**config.mk**
```make
export PLATFORM = sky130hd
export DESIGN_NAME = pc_ctrl_flat
export DESIGN_NICKNAME = d
export VERILOG_FILES = /design/src/rtl/pc_ctrl_if.sv /design/src/rtl/pc_ctrl.sv /design/src/flat_wrapper.sv
export SDC_FILE = /design/constraint.sdc
export NUM_CORES = 1
export LEC_CHECK = 0
export ABC_AREA = 1
export CAP_MARGIN = 0
export CORE_AREA = 2 2 71 73
export CTS_CLUSTER_DIAMETER = 200
export CTS_CLUSTER_SIZE = 16
export DETAILED_ROUTE_END_ITERATION = 8
export DIE_AREA = 0 0 73 75
export PLACE_DENSITY = 0.81
export SLEW_MARGIN = 30
export SYNTH_ARGS = -nofsm -noshare
export SYNTH_HDL_FRONTEND = slang
export SYNTH_SLANG_ARGS = --single-unit
```
**constraint.sdc**
```tcl
create_clock -name clk -period 1.3 [get_ports clk]
set_input_delay 0.26 -clock clk [delete_from_list [all_inputs] [get_ports clk]]
set_output_delay 0.26 -clock clk [all_outputs]
set_load 0.05 [all_outputs]
```
**src/rtl/pc_ctrl_if.sv**
```systemverilog
// Bus between the fetch sequencer and the pipeline/PC register: redirect and stall
// sources in, PC control and flush strobes out.
interface pc_ctrl_if;
    logic        br_req;
    logic [31:0] br_target;
    logic        trap_req;
    logic [31:0] trap_vec;
    logic        ld_use;
    logic        imem_ack;
    logic        imem_req;
    logic        pc_stall;
    logic        br_ctrl;
    logic [31:0] br_addr;
    logic        ifid_stall;
    logic        flush_if;
    logic        flush_id;
    logic        fetch_err;

    modport master (
        output br_req, br_target, trap_req, trap_vec, ld_use, imem_ack,
        input  imem_req, pc_stall, br_ctrl, br_addr, ifid_stall, flush_if, flush_id, fetch_err
    );

    modport slave (
        input  br_req, br_target, trap_req, trap_vec, ld_use, imem_ack,
        output imem_req, pc_stall, br_ctrl, br_addr, ifid_stall, flush_if, flush_id, fetch_err
    );
endinterface

```
**src/rtl/pc_ctrl.sv**
```systemverilog
// Fetch-side PC sequencer: arbitrates redirects against stalls and drains stale fetches.
// Optional performance counters are enabled with the PC_CTRL_PERF_EN macro.
module pc_ctrl #(
    parameter int unsigned MAX_WAIT = 16
) (
    input  logic        clk,
    input  logic        rst,
    pc_ctrl_if.slave    bus
`ifdef PC_CTRL_PERF_EN
    ,
    output logic [31:0] perf_stall_cnt,
    output logic [31:0] perf_redirect_cnt
`endif
);

    typedef enum logic [1:0] {
        S_RUN      = 2'd0,
        S_WAIT_MEM = 2'd1,
        S_DRAIN    = 2'd2
    } state_e;

    localparam logic [7:0] WAIT_LAST = 8'(MAX_WAIT - 1);

    state_e      state_q, state_d;
    logic [7:0]  wait_cnt_q, wait_cnt_d;

    logic        redirect;
    logic        imem_req_c;
    logic        pc_stall_c;
    logic        br_ctrl_c;
    logic [31:0] br_addr_c;
    logic        ifid_stall_c;
    logic        flush_if_c;
    logic        flush_id_c;
    logic        fetch_err_c;

    assign redirect = bus.trap_req | bus.br_req;

    always_ff @(posedge clk) begin
        if (!rst) begin
            state_q    <= S_RUN;
            wait_cnt_q <= 8'd0;
        end else begin
            state_q    <= state_d;
            wait_cnt_q <= wait_cnt_d;
        end
    end

    // Everything below is forced low while reset is held, so the PC register sees no activity.
    always_comb begin
        state_d      = state_q;
        wait_cnt_d   = 8'd0;
        imem_req_c   = 1'b0;
        pc_stall_c   = 1'b0;
        br_ctrl_c    = 1'b0;
        br_addr_c    = 32'd0;
        ifid_stall_c = 1'b0;
        flush_if_c   = 1'b0;
        flush_id_c   = 1'b0;
        fetch_err_c  = 1'b0;

        if (rst) begin
            if (redirect) begin
                br_ctrl_c  = 1'b1;
                br_addr_c  = bus.trap_req ? bus.trap_vec : bus.br_target;
                flush_if_c = 1'b1;
                flush_id_c = 1'b1;
            end

            case (state_q)
                S_RUN: begin
                    imem_req_c = 1'b1;
                    if (redirect) begin
                        state_d = bus.imem_ack ? S_RUN : S_DRAIN;
                    end else if (!bus.imem_ack) begin
                        pc_stall_c   = 1'b1;
                        ifid_stall_c = 1'b1;
                        state_d      = S_WAIT_MEM;
                    end
                end

                S_WAIT_MEM: begin
                    imem_req_c = 1'b1;
                    if (redirect) begin
                        state_d = bus.imem_ack ? S_RUN : S_DRAIN;
                    end else if (bus.imem_ack) begin
                        state_d = S_RUN;
                    end else begin
                        pc_stall_c   = 1'b1;
                        ifid_stall_c = 1'b1;
                        // Timeout is reported but the fetch keeps waiting.
                        if (wait_cnt_q == WAIT_LAST) begin
                            fetch_err_c = 1'b1;
                            wait_cnt_d  = 8'd0;
                        end else begin
                            wait_cnt_d  = wait_cnt_q + 8'd1;
                        end
                    end
                end

                S_DRAIN: begin
                    if (redirect) begin
                        state_d = bus.imem_ack ? S_RUN : S_DRAIN;
                    end else begin
                        pc_stall_c   = 1'b1;
                        ifid_stall_c = 1'b1;
                        if (bus.imem_ack) begin
                            flush_if_c = 1'b1;
                            state_d    = S_RUN;
                        end
                    end
                end

                default: begin
                    state_d = S_RUN;
                end
            endcase

            // Load-use stalls the front end and bubbles ID/EX; a redirect wins instead.
            if (!redirect && bus.ld_use) begin
                pc_stall_c   = 1'b1;
                ifid_stall_c = 1'b1;
                flush_id_c   = 1'b1;
            end
        end
    end

    assign bus.imem_req   = imem_req_c;
    assign bus.pc_stall   = pc_stall_c;
    assign bus.br_ctrl    = br_ctrl_c;
    assign bus.br_addr    = br_addr_c;
    assign bus.ifid_stall = ifid_stall_c;
    assign bus.flush_if   = flush_if_c;
    assign bus.flush_id   = flush_id_c;
    assign bus.fetch_err  = fetch_err_c;

`ifdef PC_CTRL_PERF_EN
    logic [31:0] perf_stall_q, perf_stall_d;
    logic [31:0] perf_redirect_q, perf_redirect_d;

    assign perf_stall_d    = perf_stall_q    + {31'd0, pc_stall_c};
    assign perf_redirect_d = perf_redirect_q + {31'd0, br_ctrl_c};

    always_ff @(posedge clk) begin
        if (!rst) begin
            perf_stall_q    <= 32'd0;
            perf_redirect_q <= 32'd0;
        end else begin
            perf_stall_q    <= perf_stall_d;
            perf_redirect_q <= perf_redirect_d;
        end
    end

    assign perf_stall_cnt    = perf_stall_q;
    assign perf_redirect_cnt = perf_redirect_q;
`endif

endmodule
```
**src/flat_wrapper.sv**
```systemverilog
// flat-port wrapper written by rule: the top's interface ports become plain ports
module pc_ctrl_flat 
#(
    parameter int unsigned MAX_WAIT = 16
)
  (clk, rst, bus_br_req, bus_br_target, bus_trap_req, bus_trap_vec, bus_ld_use, bus_imem_ack, bus_imem_req, bus_pc_stall, bus_br_ctrl, bus_br_addr, bus_ifid_stall, bus_flush_if, bus_flush_id, bus_fetch_err);
  pc_ctrl_if bus_i ();
  input  logic clk;
  input  logic rst;
  input wire logic [$bits(bus_i.br_req)-1:0] bus_br_req;
  input wire logic [$bits(bus_i.br_target)-1:0] bus_br_target;
  input wire logic [$bits(bus_i.trap_req)-1:0] bus_trap_req;
  input wire logic [$bits(bus_i.trap_vec)-1:0] bus_trap_vec;
  input wire logic [$bits(bus_i.ld_use)-1:0] bus_ld_use;
  input wire logic [$bits(bus_i.imem_ack)-1:0] bus_imem_ack;
  output wire logic [$bits(bus_i.imem_req)-1:0] bus_imem_req;
  output wire logic [$bits(bus_i.pc_stall)-1:0] bus_pc_stall;
  output wire logic [$bits(bus_i.br_ctrl)-1:0] bus_br_ctrl;
  output wire logic [$bits(bus_i.br_addr)-1:0] bus_br_addr;
  output wire logic [$bits(bus_i.ifid_stall)-1:0] bus_ifid_stall;
  output wire logic [$bits(bus_i.flush_if)-1:0] bus_flush_if;
  output wire logic [$bits(bus_i.flush_id)-1:0] bus_flush_id;
  output wire logic [$bits(bus_i.fetch_err)-1:0] bus_fetch_err;
  assign bus_i.br_req = bus_br_req;
  assign bus_i.br_target = bus_br_target;
  assign bus_i.trap_req = bus_trap_req;
  assign bus_i.trap_vec = bus_trap_vec;
  assign bus_i.ld_use = bus_ld_use;
  assign bus_i.imem_ack = bus_imem_ack;
  assign bus_imem_req = bus_i.imem_req;
  assign bus_pc_stall = bus_i.pc_stall;
  assign bus_br_ctrl = bus_i.br_ctrl;
  assign bus_br_addr = bus_i.br_addr;
  assign bus_ifid_stall = bus_i.ifid_stall;
  assign bus_flush_if = bus_i.flush_if;
  assign bus_flush_id = bus_i.flush_id;
  assign bus_fetch_err = bus_i.fetch_err;
  pc_ctrl #(.MAX_WAIT(MAX_WAIT)) u_core (.clk(clk), .rst(rst), .bus(bus_i));
endmodule
```
# Word-level counts from Yosys, hierarchy flattened
# Index checks and enable logic that the tools add are counted.
[word_totals]
out_inout_bits = 39
ff_bits = 10
inputBits = 70
wordCells = 48
[op_classes]
reduce_logical = 7
mux = 30
n_bitwise = 3
n_addsub = 1
eq_ne = 5
[op_table]
columns = ["operator", "n"]
rows = [
  ["$mux 32", 3],
  ["$mux 1", 20],
  ["$mux 2", 5],
  ["$add 8x1->8 const B", 1],
  ["$eq 8x4->1 const B", 1],
  ["$reduce_or 5->1", 1],
  ["$pmux 2 s2", 1],
  ["$reduce_or 2->1", 2],
  ["$ne 3x1->1 const B", 1],
  ["$ne 3x2->1 const B", 1],
  ["$eq 2x1->1 const B", 1],
  ["$eq 2x2->1 const B", 1],
  ["$logic_not 2->1", 1],
  ["$not 1->1", 2],
  ["$pmux 1 s2", 1],
  ["$reduce_and 2->1", 1],
  ["$logic_and 1x1->1", 1],
  ["$logic_not 1->1", 1],
  ["$or 1x1->1", 1],
]

# Longest topological paths before layout
# Gate-level depths: netlist (run 1).
[logic_depth]
word_depth = 6
ltp_mapped = 9
depth_no_buf = 9

# Worst setup path after synthesis (run 1)
# No wires, ideal clock.
[synth_path]
kind = "register -> output"
startpoint = "reg u_core.state_q[0]"
endpoint = "out bus_pc_stall"
path_stages_with_launch = 8
t_required_ps = 1040
arrival_ps = 1933
path_buffers = 1
setup_slack_ps = -893
cell_sequence = "dfxtp_1 -> inv_1 -> ha_1 -> o21ai_0 -> nand2_1 -> nand2_1 -> a21oi_1 -> buf_4"
[synth_via]
elab_chain_len = 5
word_cells_on_any_way = 7
classes_between = "eq/ne: 2; mux: 3; reduce/logical: 2"
[synth_rtl]
columns = ["item", "line_no", "source"]
rows = [
  ["from (decl)", "pc_ctrl.sv:24", "state_e state_q, state_d;"],
  ["from (signal assigned)", "pc_ctrl.sv:44", "state_q <= state_d;"],
  ["$eq 2x1->1 / $logic_not 2->1 (equally long branches)", "-", ""],
  ["$reduce_or 2->1 (no source line)", "-", ""],
  ["$pmux 1 s2 (*)", "-", ""],
  ["$mux 1 (*) (2 in a row)", "-", ""],
  ["to (decl)", "flat_wrapper.sv:17", "output wire logic [$bits(bus_i.pc_stall)-1:0] bus_pc_stall;"],
]
# Every way passes the cells marked *; elsewhere a longest branch is shown, timed or not.

# Final worst setup path (run 1)
[layout_path]
startpoint = "reg u_core.state_q[1]"
endpoint = "out bus_pc_stall"
[layout_via]
elab_chain_len = 5
word_cells_on_any_way = 7
classes_between = "eq/ne: 2; mux: 3; reduce/logical: 2"
[layout_rtl]
columns = ["item", "line_no", "source"]
rows = [
  ["$eq 2x1->1 / $logic_not 2->1 (equally long branches)", "pc_ctrl.sv:70", "case (state_q)"],
  ["$reduce_or 2->1 (no source line)", "-", ""],
  ["$pmux 1 s2 (*)", "pc_ctrl.sv:70", ""],
  ["$mux 1 (*)", "pc_ctrl.sv:120", "if (!redirect && bus.ld_use) begin"],
  ["$mux 1 (*)", "pc_ctrl.sv:62", "if (rst) begin"],
]
# Marks and branches as above.

==> summary.md, run 1 <==
| Metric | Value |
|---|---|
| Max incr delay on CP | 0.36 ns |
| Final setup margin | -0.438 ns |
| Fillers | roughly 170 |
| Starting Density | 0.303 |
| Yosys cell types | 21 |
| WP data arrival | about 1.5 ns |
| Final Cycle Share | 1.34 |
| DP Worst Slack | -0.623 ns |
| 1st-pass router iterations | 4 |
| Post-synth top area cell | nand2_1 |
| Worst Path Buf+Inv | 2 |
| Core ar. | around 4700 µm² |
| Vias in the first global route | 2,264 |
| Setup violators final | 40 |
| # IOs | 109 |
| Failing checks | negative setup slack |
| Row count | 25 |
| Synth Area in Compound Gates | 0.0531 |
| Share of cells above drive strength 1 | 0.570 |
| CP startpoint kind | flip-flop |
| Largest cells by area after synthesis | nand2_1, dfxtp_1, inv_1 |
| Mapped Cells | ~280 |
| H-tree depth | 1 |
| Vias per std cell | around 5 |
| First-iteration detailed-routing DRC count | between 100 and 150 |
| GR Overflow Total | 0 |
| Chip Height | 75 µm |
| Relative slew slack | 0.822 |
| YS warnings | 0 |
| Worst Hold Class | primary input to flip-flop |
| Top cell type's share of synthesized area | 0.393 |
| Worst setup EP type | primary output |
| DIE WIDTH | approximately 73 µm |
| Cell chain of the critical path | inv_4 > ha_4 > o21ai_2 > nand2_1 > nand2_2 > a21oi_4 > buf_12 |
| Fin. max-slew vios | 0 |
| CP max FO | 4 |
| Main combinational cell family by area after synthesis | simple AND/OR/NAND/NOR gates |
| Via count | roughly 2,400 |
| Diodes inserted | 0 |
| # clock sinks | 10 |
| DRT Wirelength | around 10000 µm |
| Routed WL per cell | ~21 µm |
| CP max-delay cell | dfxtp_4 |
| Mux share of post-synthesis cell area | 0 |
| Nets@finish | 500 |
| Family with the most delay on the worst path | flip-flops |
| Mapped Avg Cell Area | about 5.1 µm² |
| # port buffers | around 110 |
| Initial antenna violation count | 0 |
| Finished layout cell area | slightly above 4000 µm² |
| TritonCTS clock tree | yes |
| Total GRT Usage | 0.254 |
| Critical path type | flip-flop to primary output |
| CP required | roughly 1.0 ns |
| Max clock buf depth | 2 |
| Worst Max-Slew Pin Slew | roughly 0.27 ns |
| Lkg Pwr | ~1.8 nW |
| Min cycle time layout | roughly 1.7 ns |
| Yosys reg bits | 10 |
| Setup_tns | -10.80 ns |
| Root Buffer | clkbuf_8 |
| Xor-xnor portion of the synthesized cell area | 0.00620 |
| Outcome | finished with violations |
| Sequential fraction of the synthesis area | 0.142 |
| RSZ-0062 raised after global routing | true |
| Detailed Place HPWL | between 4000 and 5000 µm |
| Final ANT Viol Nets | 0 |
| Clk slew on worst S/H paths | 0.05 ns |
| Cell area after synthesis | 1410 µm² |
| Final Core Density | 0.891 |
| TritonCTS Buffers | 3 |
| Largest net degree at the start of global routing | 33 |
| Simple-gate share of the synthesized area | 0.554 |
| First-pass GRT wire length | around 11,000 µm |
| Die area | roughly 5500 µm² |
| Layout area overhead | 194% |
| Fmax | 575 MHz |
| Adder-cell share of the synthesized area | 0.0531 |
| Max_cap viols | 0 |
| Clock skew | just under 0.003 ns |
| DRC viols | 0 |
| Clk_lat worst skew | about 0.24 ns |
| PD cells | 554 nW/µm² |
| Post-Syn Nets | about 350 |
| Hold Fails Final Rpt | 0 |
| Area of placed instances | ~3500 µm² |
| Max IR drop VDD | between 0.0005 and 0.0006 V |
| Placer congestion estimate | 0.881 |
cell usage in the layout, fill, tap and decap left out, drive strengths merged:
cell           count
or2                1
dlygate4sd2        1
clkinvlp          31
nand3              6
clkdlybuf4s50     65
inv               18
clkbuf             8
o21ai              4
buf               83
xnor2              1
nand4              1
nor2              26
dfxtp             10
a21oi              8
nand2            154
ha                 6
cell usage after synthesis, drive strengths merged:
library cell and instances:
or2 1, nand4 1, xnor2 1, buf 11
nand3 6, a21oi 8, nand2 154, dfxtp 10
o21ai 4, inv 49, ha 6, nor2 26
final timing paths:
check                               to                  from  slack (ns)  cells past startpoint
setup / recovery          bus_pc_stall     u_core.state_q[1]       -0.44                      7
hold / removal       u_core.state_q[1]                   rst        0.43                      4
setup reg to reg     u_core.state_q[1]     u_core.state_q[1]       -0.03                      9
hold reg to reg   u_core.wait_cnt_q[7]  u_core.wait_cnt_q[7]        0.49                      2
registers in the layout, summed over array words and instances, names as in the netlist:
register / flops
u_core.state_q: 2
u_core.wait_cnt_q: 8
power breakdown:
part | switching [mW] | internal, mW | leakage (nW)
Combinational | 0.840 | 0.797 | 1.74
Sequential | 0.00965 | 0.312 | 0.0832
Clock | 0.126 | 0.215 | 0.0228
routing by layer:
metal / wire length (µm) / GRT usage / vias to the layer above
met5: 0 / 0 / -
met4: 434 / 0.0679 / 0
li1: - / - / 1092
met3: 731 / 0.0469 / 38
met1: 3530 / 0.269 / 1155
met2: 5100 / 0.508 / 143
logic make-up after synthesis:
logic type | Yosys count
simple gates | 188
buf+inv | 60
compound gates | 12
flops | 10
fa+ha+maj | 6
xor+xnor | 1
tightest hold or removal path, delay by kind of cell:
kind          cells  cell delay [ns]
buf+inv           2             0.26
simple gates      2             0.10
area by class of cell:
type                       count  area, µm²  area share
multi-input combinational    207       1460       0.351
sequential                    10        210      0.0506
inverter                      49        310      0.0747
tap                           54       67.6      0.0163
timing repair buffer         153       2060       0.497
clock buffer                   4       45.0      0.0108
per-stage QoR:
| stage | power (mW) | hold slack [ns] | cells |
|---|---|---|---|
| floorplan | 1.01 | 0.373 | 277 |
| global placement | 1.62 | 0.478 | 455 |
| detailed placement | 1.65 | 0.488 | 455 |
| CTS | 2.11 | 0.497 | 472 |
| global route | 2.36 | 0.454 | 477 |
| finish | 2.30 | 0.429 | 477 |
what timing repair did:
action                     CTS  global route
resized for setup           32            77
buffers inserted            10             4
hold buffers                 0             0
setup endpoints to repair   49            46
pin swaps                   10            13
hold endpoints to repair     0             0
cloned                       3             4
Note: power is estimated with default switching activity, not from simulation.
==> run 2: changes to the inputs <==
- CELL_PAD_IN_SITES_DETAIL_PLACEMENT: not set -> 0
- CELL_PAD_IN_SITES_GLOBAL_PLACEMENT: not set -> 2
- CORE_AREA: 2 2 71 73 -> 2 2 108 110
- DIE_AREA: 0 0 73 75 -> 0 0 110 112
- HOLD_SLACK_MARGIN: not set -> 0.15
==> run 2 against run 1 <==
Against the previous run: the run still ends with negative setup slack left; clock power grew 82%; non-clock buffer count increased by 2; design area is 2.6% lower; routed wire length down 38%; first-iteration DRC count shrank 60%; worst setup slack improved by 0.12 ns; die area increased by 130%; total power increased by 2.7%; count of clock-buffer cells in the layout stayed put; via count shrank 15%; hold slack better by 0.013 ns; sequential power barely moved; largest cell class unchanged; largest power group unchanged.
==> summary.md, run 2 (synthesized netlist as in run 1, its figures left out) <==
| Metric | Value |
|---|---|
| Worst Max-Slew Pin Slew | 0.223 ns (was 0.267 ns) |
| # IOs | 109 (unchanged) |
| DRC viols | 0 (unchanged) |
| Placed Instances | 551 (was 455) |
| Largest net degree at the start of global routing | 18 (was 33) |
| H-tree depth | 1 (unchanged) |
| CP required | 1.04 ns (about the same) |
| Final Core Density | 0.362 (was 0.891) |
| Max FFs per register | 8 (unchanged) |
| Largest Register | u_core.wait_cnt_q (unchanged) |
| Hold path depth | 4 (unchanged) |
| Chip Height | 112 µm (was 75 µm) |
| Layout area overhead | 186% (was 194%) |
| Length in cells of the worst reg-to-reg path | 11 (was 9) |
| Largest regs | u_core.wait_cnt_q: 8 flops, u_core.state_q: 2 flops (unchanged) |
| Starting Density | 0.126 (was 0.303) |
| Detailed Place HPWL | 4950 µm (was 4860 µm) |
| WP data arrival | 1.36 ns (was 1.48 ns) |
| CP startpoint kind | flip-flop (unchanged) |
| Via count | 2,061 (was 2,428) |
| Share of cells above drive strength 1 | 0.471 (was 0.570) |
| Initial antenna violation count | 1 (was 0) |
| Critical path type | flip-flop to primary output (unchanged) |
| RSZ-0062 raised after global routing | true (unchanged) |
| Failing checks | negative setup slack (unchanged) |
| Hold Buf Count CTS | 0 (unchanged) |
| CP max FO | 4 (unchanged) |
| First-iteration detailed-routing DRC count | 58 (was 146) |
| Core ar. | 11,200 µm² (was 4660 µm²) |
| Total GRT Usage | 0.0972 (was 0.254) |
| Hold Fails Final Rpt | 0 (unchanged) |
| TritonCTS Buffers | 3 (unchanged) |
| Final ANT Viol Nets | 0 (unchanged) |
| Most common cell after layout, fill and taps aside | nand2_1 (unchanged) |
| Area of the multi-input gates | 1310 µm² (was 1460 µm²) |
| Worst setup EP type | primary output (unchanged) |
| TritonCTS clock tree | yes (unchanged) |
| GR Overflow Total | 0 (unchanged) |
| Fin. max-slew vios | 0 (unchanged) |
| Routed WL per cell | 10.7 µm (was 20.5 µm) |
| DRT Wirelength | 6100 µm (was 9800 µm) |
| Total Power | 2.36 mW (was 2.30 mW) |
| Flop2flop setup slack | 0.02 ns (was -0.03 ns) |
| Lkg Pwr | 1.81 nW (was 1.85 nW) |
| Vias per std cell | 3.62 (was 5.09) |
| Setup violators final | 39 (was 40) |
| First-pass GRT wire length | 9580 µm (was 10,900 µm) |
| Final Cycle Share | 1.24 (was 1.34) |
| Relative slew slack | 0.849 (was 0.822) |
| Min cycle time layout | 1.62 ns (was 1.74 ns) |
| Final setup margin | -0.318 ns (was -0.438 ns) |
| Most frequent cells in the layout | nand2_1, clkdlybuf4s50_1, buf_12 (unchanged) |
| Clk_lat worst skew | 0.24 ns (about the same) |
| Final cell count without fillers | 569 (was 477) |
| Root Buffer | clkbuf_16 (was clkbuf_8) |
| Placer congestion estimate | 0.731 (was 0.881) |
| DIE WIDTH | 110 µm (was 73 µm) |
| Clock skew | 0.00393 ns (was 0.00288 ns) |
| Fmax | 618 MHz (was 575 MHz) |
| CP max-delay cell | dfxtp_4 (unchanged) |
| Hold_ws | 0.442 ns (was 0.429 ns) |
| FF/Latch Area | 210 µm² (unchanged) |
| Cell chain of the critical path | inv_4 > ha_4 > o21ai_2 > nand2_1 > nand2_2 > a21oi_4 > buf_12 (unchanged) |
| Max IR drop VDD | 0.000722 V (was 0.000530 V) |
| Vias in the first global route | 2,086 (was 2,264) |
| Die area | 12,300 µm² (was 5480 µm²) |
| # clock sinks | 10 (unchanged) |
| Nets@finish | 502 (was 500) |
| Outcome | finished with violations (unchanged) |
| Max_cap viols | 0 (unchanged) |
| PD cells | 584 nW/µm² (was 554 nW/µm²) |
| Worst Hold Class | primary input to flip-flop (unchanged) |
| Clk slew on worst S/H paths | 0.04 ns (was 0.05 ns) |
| Fillers | 1,160 (was 167) |
| 1st-pass router iterations | 4 (unchanged) |
| Max clock buf depth | 2 (unchanged) |
| Row count | 39 (was 25) |
| Max incr delay on CP | 0.36 ns (about the same) |
| DP Worst Slack | -0.671 ns (was -0.623 ns) |
| # port buffers | 108 (unchanged) |
-- run 2: worst paths after layout --
check | start | endpoint
worst max register to register | u_core.state_q[0] | u_core.state_q[1]
worst max-delay path | u_core.state_q[1] | bus_pc_stall
worst min register to register | u_core.wait_cnt_q[7] | u_core.wait_cnt_q[7]
worst min-delay path | rst | u_core.state_q[1]
-- run 2: worst max-delay path, delay by kind of cell (launching register included) --
family | cells | cell delay, ns
adders and majority gates | 1 | 0.14
DFF | 1 | 0.36
AOI/OAI and AO/OA | 2 | 0.25
and+or+nand+nor | 2 | 0.14
buffers and inverters | 2 | 0.24
-- run 2: routing by layer --
metal	GRT usage	vias to the layer above	wire length, µm	part of all wire
li1	-	1095	-	-
met1	0.107	901	2320	0.38
met2	0.187	56	3280	0.54
met3	0.0123	9	390	0.064
met4	0.0321	0	109	0.018
met5	0	-	0	0
-- run 2: cell type report --
| cell class | instances | area share |
|---|---|---|
| timing repair buffer | 155 | 0.481 |
| multi-input combinational | 207 | 0.325 |
| inverter | 49 | 0.0758 |
| sequential | 10 | 0.0520 |
| tap | 143 | 0.0442 |
| clock buffer | 4 | 0.0220 |
| antenna | 1 | 0.000619 |
-- run 2: what timing repair did --
item	CTS	global route
pin swaps	9	15
setup endpoints to repair	48	41
setup buffers	10	5
gates cloned	2	0
resized for setup	47	29
-- run 2: stage by stage --
step / setup TNS (ns) / instance area [µm²]
2_1_floorplan: -2.22 / 1870
3_3_place_gp: -25.44 / 3680
3_5_place_dp: -26.77 / 3680
4_1_cts: -8.53 / 4000
5_1_grt: -8.68 / 4040
6_report: -6.96 / 4050
-- run 2: power breakdown --
group	internal, mW	switching (mW)
Sequential	0.312	0.00876
Combinational	0.721	0.698
Clock	0.464	0.158
Total	1.50	0.864
